`src/rtl/up_pkg.sv`:
```
// Shared encodings for the microprocessor state controller.
// Top-level states, boot copier sub-states and image limits.
package up_pkg;

   typedef enum logic [1:0] {
      ST_BOOT    = 2'd0,
      ST_RUN     = 2'd1,
      ST_PAUSING = 2'd2,
      ST_PAUSED  = 2'd3
   } state_e;

   typedef enum logic {
      SUB_REQ = 1'b0,
      SUB_WR  = 1'b1
   } boot_sub_e;

   localparam int IMG_MAX = 32768;
   localparam int IDX_W   = $clog2(IMG_MAX);

endpackage

```
`src/rtl/boot_copier.sv`:
```
// Copies IMG_WORDS words from storage into main memory, two cycles per word
// at best; pulses done during the write of the last word.
module boot_copier
   import up_pkg::*;
#(
   parameter int IMG_WORDS = 1024
) (
   input  logic             i_clk,
   input  logic             i_rstn,
   input  logic             i_en,
   input  logic [15:0]      i_stData,
   input  logic             i_stAck,
   output logic             o_stReq,
   output logic [IDX_W-1:0] o_stAddr,
   output logic [15:0]      o_memAddr,
   output logic [15:0]      o_memData,
   output logic             o_memWr,
   output logic             o_done
);

   localparam logic [IDX_W-1:0] LAST_IDX = IDX_W'(IMG_WORDS - 1);

   boot_sub_e        sub_q, sub_d;
   logic [IDX_W-1:0] idx_q, idx_d;
   logic [15:0]      data_q, data_d;
   logic             req_q, req_d;
   logic             wr_q, wr_d;

   always_ff @(posedge i_clk) begin
      if (!i_rstn) begin
         sub_q  <= SUB_REQ;
         idx_q  <= '0;
         data_q <= '0;
         req_q  <= 1'b0;
         wr_q   <= 1'b0;
      end else begin
         sub_q  <= sub_d;
         idx_q  <= idx_d;
         data_q <= data_d;
         req_q  <= req_d;
         wr_q   <= wr_d;
      end
   end

   // An ack only counts while the request is actually on the wire.
   always_comb begin
      sub_d  = sub_q;
      idx_d  = idx_q;
      data_d = data_q;
      req_d  = req_q;
      wr_d   = wr_q;
      o_done = 1'b0;
      case (sub_q)
         SUB_REQ: begin
            if (!i_en) begin
               req_d = 1'b0;
            end else if (req_q && i_stAck) begin
               req_d  = 1'b0;
               wr_d   = 1'b1;
               data_d = i_stData;
               sub_d  = SUB_WR;
            end else begin
               req_d = 1'b1;
            end
         end
         SUB_WR: begin
            wr_d  = 1'b0;
            sub_d = SUB_REQ;
            if (idx_q == LAST_IDX) begin
               o_done = 1'b1;
            end else begin
               idx_d = idx_q + 1'b1;
               req_d = i_en;
            end
         end
         default: ;
      endcase
   end

   assign o_stReq   = req_q;
   assign o_stAddr  = idx_q;
   assign o_memAddr = {idx_q, 1'b0};
   assign o_memData = data_q;
   assign o_memWr   = wr_q;

endmodule

```
`src/rtl/up_state_ctrl.sv`:
```
// Boots the core from storage, then sequences pause/resume and halt through
// the core's start-pause/now-paused handshake and muxes the memory port.
module up_state_ctrl
   import up_pkg::*;
#(
   parameter int IMG_WORDS = 1024
) (
   input  logic        i_clk,
   input  logic        i_rstn,
   output logic        o_stReq,
   output logic [14:0] o_stAddr,
   input  logic [15:0] i_stData,
   input  logic        i_stAck,
   input  logic [15:0] i_coreMemAddr,
   input  logic [15:0] i_coreMemData,
   input  logic        i_coreMemWr,
   output logic [15:0] o_memAddr,
   output logic [15:0] o_memData,
   output logic        o_memWr,
   output logic        o_smIsBooted,
   output logic        o_smStartPause,
   input  logic        i_smNowPaused,
   input  logic        i_coreHLT,
   input  logic        i_pauseReq,
   input  logic        i_resumeReq,
   output logic [1:0]  o_state
);

   state_e      state_q, state_d;
   logic        booted_q, booted_d;
   logic        sp_q, sp_d;
   logic        cp_done;
   logic [15:0] cp_addr, cp_data;
   logic        cp_wr;

   boot_copier #(
      .IMG_WORDS(IMG_WORDS)
   ) u_copier (
      .i_clk    (i_clk),
      .i_rstn   (i_rstn),
      .i_en     (state_q == ST_BOOT),
      .i_stData (i_stData),
      .i_stAck  (i_stAck),
      .o_stReq  (o_stReq),
      .o_stAddr (o_stAddr),
      .o_memAddr(cp_addr),
      .o_memData(cp_data),
      .o_memWr  (cp_wr),
      .o_done   (cp_done)
   );

   always_ff @(posedge i_clk) begin
      if (!i_rstn) begin
         state_q  <= ST_BOOT;
         booted_q <= 1'b0;
         sp_q     <= 1'b0;
      end else begin
         state_q  <= state_d;
         booted_q <= booted_d;
         sp_q     <= sp_d;
      end
   end

   // Pause wins over a simultaneous resume while paused.
   always_comb begin
      state_d = state_q;
      case (state_q)
         ST_BOOT:    if (cp_done) state_d = ST_RUN;
         ST_RUN:     if (i_pauseReq || i_coreHLT) state_d = ST_PAUSING;
         ST_PAUSING: if (i_smNowPaused) state_d = ST_PAUSED;
         ST_PAUSED:  if (i_resumeReq && !i_pauseReq) state_d = ST_RUN;
         default:    state_d = ST_BOOT;
      endcase
   end

   always_comb begin
      booted_d = (state_d != ST_BOOT);
      sp_d     = (state_d == ST_PAUSING) || (state_d == ST_PAUSED);
      if (state_q == ST_BOOT) begin
         o_memAddr = cp_addr;
         o_memData = cp_data;
         o_memWr   = cp_wr;
      end else begin
         o_memAddr = i_coreMemAddr;
         o_memData = i_coreMemData;
         o_memWr   = i_coreMemWr;
      end
   end

   assign o_state        = state_q;
   assign o_smIsBooted   = booted_q;
   assign o_smStartPause = sp_q;

endmodule

```
`config.mk`:
```
export PLATFORM = sky130hd
export DESIGN_NAME = up_state_ctrl
export DESIGN_NICKNAME = d
export VERILOG_FILES = /design/src/rtl/up_pkg.sv /design/src/rtl/boot_copier.sv /design/src/rtl/up_state_ctrl.sv
export SDC_FILE = /design/constraint.sdc
export NUM_CORES = 1
export LEC_CHECK = 0
export CORE_MARGIN = 1.5
export CORE_UTILIZATION = 41
export DETAILED_ROUTE_END_ITERATION = 8
export HOLD_SLACK_MARGIN = 0.02
export MAX_ROUTING_LAYER = met4
export PLACE_DENSITY = 0.85
export SLEW_MARGIN = 20
export SYNTH_ARGS = -nofsm -noshare
export SYNTH_HDL_FRONTEND = slang
export SYNTH_SLANG_ARGS = --single-unit
export TNS_END_PERCENT = 10
```
`constraint.sdc`:
```
create_clock -name i_clk -period 4.6 [get_ports i_clk]
set_input_delay 0.92 -clock i_clk [delete_from_list [all_inputs] [get_ports i_clk]]
set_output_delay 0.92 -clock i_clk [all_outputs]
set_load 0.02 [all_outputs]
```
==> run_results.csv <==
group,metric,value,unit
global_routing,grt_use_met2,36.5,%
synthesis,synth_top_area_share,38.0,%
routing,drt-wirelength-per-cell,14.6,um
clocking,insertion_delay,0.29,ns
clocking,cts-root-buf,"clkbuf_8",
global_routing,grt_pass1_vias,1847,
routing,drtIter0Drc,148,
global_routing,met3_usage,3.33,%
outcome,status,"finished clean",
placed_design,place_ws,1.51,ns
synthesis,synthTopCellsByArea,"dfxtp_1, mux2_2, nand2_1",
critical_path,endpoint_kind,"primary output",
sta,rsz0062_at_grt,"no",
power_and_ir_drop,power_density,233,mW/mm^2
routing,vias,2060,
clocking,cts_setup_buffers,0,
synthesis,yosys-top-cells-count,"nand2_1, dfxtp_1, mux2_2, a21oi_1, nor2_1",
placed_design,portBuffers,108,
power_and_ir_drop,seqPwrFrac,45.4,%
synthesis,synth.net_count,282,
placed_design,globalplace.congestion,0.812,
sta,worst_slew_pin_slew,1.03,ns
synthesis,ys_ff_latch,37,
routing,drc,0,
sta,final_hold_viol_count,0,
synthesis,seq_area_frac_synth,38.0,%
die,die_w,72.0,um
sta,skew,0.00589,ns
critical_path,crit_slowest_cell,"nor2_4",
power_and_ir_drop,p_int,571,uW
final_layout,areaGrowthSynthToFinish,62.5,%
synthesis,synth_edf_count,0,
critical_path,path_cells,"nor2_4, mux2_2, clkdlybuf4s50_1",
sta,period_share,74.0,%
final_layout,layout.nets,385,
global_routing,met1_usage,27.3,%
power_and_ir_drop,p_clk_share,40.4,%
critical_path,worstSetupStartpointType,"flip-flop",
critical_path,arrival,2.48,ns
final_layout,post_layout_nonfiller_instances,381,
critical_path,cpPeakStageDelay,0.78,ns
critical_path,rr_startpoint,"u_copier.o_stAddr[0]",
hold_path,hold_class,"flip-flop to flip-flop",
critical_path,path_class,"flip-flop to primary output",
die,dieArea,0.00518,sq mm
synthesis,ys.flop_type,"dfxtp_1",
power_and_ir_drop,p_sw,167,uW
sta,timing.fmax,0.294,GHz
synthesis,yosysMostFrequentCell,"nand2_1",
critical_path,crit_start,"o_state[1]",
synthesis,synth_top_cell_by_area,"dfxtp_1",
placed_design,dp_cells,373,
sta,setup_ws,1.20,ns
critical_path,cp_num_buf_inv,1,
critical_path,crit_path_max_fanout,34,
clocking,cts-buffers-inserted,5,
global_routing,track_usage,21.9,%
routing,wl,5560,um
power_and_ir_drop,irDropWorstVdd,0.132,mV
die,start_util,43.6,%
die,core_area,0.00447,sq mm
routing,firstDrtPassIters,4,
critical_path,crit_required,3.68,ns
sta,period_minus_slack,3.40,ns
global_routing,grt-ovfl-total,0,
sta,slew_headroom,31.2,%
critical_path,cp_top_family,"simple AND/OR/NAND/NOR gates",
synthesis,syn_area,0.00195,sq mm
final_layout,num_antenna_cells,0,
global_routing,top_usage_layer,"met2",
final_layout,drive_above_1_share,14.9,%
power_and_ir_drop,power_leakage,1.15,nW
die,rows,24,
power_and_ir_drop,comb_power_share,14.3,%
global_routing,grt_pass1_wl,8760,um
synthesis,async_flop_share,0,%
clocking,cts_tree,"built",
die,die-height,72.0,um
hold_path,hold_start,"u_copier.o_memData[1]",
global_routing,antenna_found_initial,0,
clocking,clockBufferDepth,2,
clocking,ctsHoldBuffers,0,
clocking,cts_sinks,37,
clocking,clk_pin_slew,0.08,ns
synthesis,syn_inst,225,
synthesis,synth.avg_cell_area,8.66,sq um
power_and_ir_drop,switching_share,22.6,%
sta,setup_tns,0,ns
die,io_pins,109,
clocking,cts-resized-gates,0,
run,drv_cap,0,
synthesis,yosys_warnings,0,
placed_design,hpwl,3960,um
synthesis,yosys.cell_types.count,37,
routing,ant_nets,0,
global_routing,grt_max_degree,35,
sta,final-setup-viol-count,0,
sta,slew_viol_final,0,
routing,post_drt_via_cell_ratio,5.41,
clocking,htree_levels,2,
final cells by class:
class,instances,area (sq um)
clock buffer,6,82.6
clock inverter,2,37.5
fill,366,1310
inverter,2,7.51
multi-input combinational,174,1150
sequential,37,741
tap,52,65.1
timing repair buffer,108,1080
logic make-up after synthesis:
| logic type | Yosys count | synth area share [%] |
|---|---|---|
| AOI/OAI and AO/OA | 44 | 12.7 |
| xor gates and xnor gates | 1 | 0.449 |
| adders and majority gates | 1 | 0.642 |
| buffers and inverters | 14 | 3.59 |
| DFF | 37 | 38.0 |
| muxes | 33 | 19.0 |
| and+or+nand+nor | 95 | 25.6 |
layout by cell type (no fill, tap or decap):
cell type	instances
nor3_4	1
o21ai_0	5
o21a_1	2
nor4_1	3
or3_4	1
nor2b_1	1
or4_1	3
or3_1	6
clkbuf_8	6
a31oi_1	1
ha_1	1
nor2_4	1
nor3_2	1
mux2i_1	1
a21oi_2	4
nand3b_1	3
and2_1	1
a311oi_1	1
dfxtp_1	37
bufinv_16	1
nand4_1	4
nor4_4	1
o21ai_1	5
nor3_1	1
nand3_1	6
and4_1	3
and3_1	2
nand4bb_1	1
mux2_2	32
inv_1	2
nor2_1	10
nand2_1	43
clkdlybuf4s50_1	108
nor3b_1	1
o31ai_1	1
nand2b_1	2
xnor2_1	1
clkinvlp_4	1
a21oi_1	25
sequential cells by signal, summed over array words and instances, names as in the netlist:
register and count:
u_copier.o_memData 16, u_copier.sub_q 1, o_smIsBooted 1, u_copier.o_stReq 1, u_copier.o_stAddr 15, u_copier.o_memWr 1, o_state 2
path summary, 6_finish.rpt:
check                                to  slack (ns)  depth (start not counted)
setup reg to reg  u_copier.o_stAddr[14]        2.59                          5
hold reg to reg   u_copier.o_memData[1]        0.46                          2
setup / recovery           o_memAddr[6]        1.20                          3
hold / removal    u_copier.o_memData[1]        0.46                          2
routing by layer:
layer  up-vias  wire (um)
li1       1013          -
met2        83       2790
met3         7        319
met5         -          0
met4         0         74
met1       957       2370
tightest hold or removal path, delay by kind of cell (launching register included):
kind	cells	cell delay [ns]
DFF	1	0.31
and+or+nand+nor	1	0.05
AOI/OAI and AO/OA	1	0.05
power groups by stage:
stage | Combinational (mW) | Sequential, mW | Clock [mW]
2_1_floorplan | 0.0375 | 0.341 | 0
3_3_place_gp | 0.103 | 0.342 | 0
3_5_place_dp | 0.105 | 0.342 | 0
4_1_cts | 0.106 | 0.334 | 0.302
5_1_grt | 0.113 | 0.336 | 0.312
6_report | 0.105 | 0.335 | 0.298
metrics by stage:
step                      hold slack, ns  utilization [%]  instance area [sq um]  power, mW
after global placement             0.443             68.0                   3040      0.444
after CTS                          0.457             70.6                   3160      0.742
after global routing               0.472             70.8                   3170      0.761
after floorplan                    0.433                -                   1950      0.378
final                              0.456             70.8                   3170      0.738
after detailed placement           0.448             68.0                   3040      0.447
(Power assumes the default switching activity.)
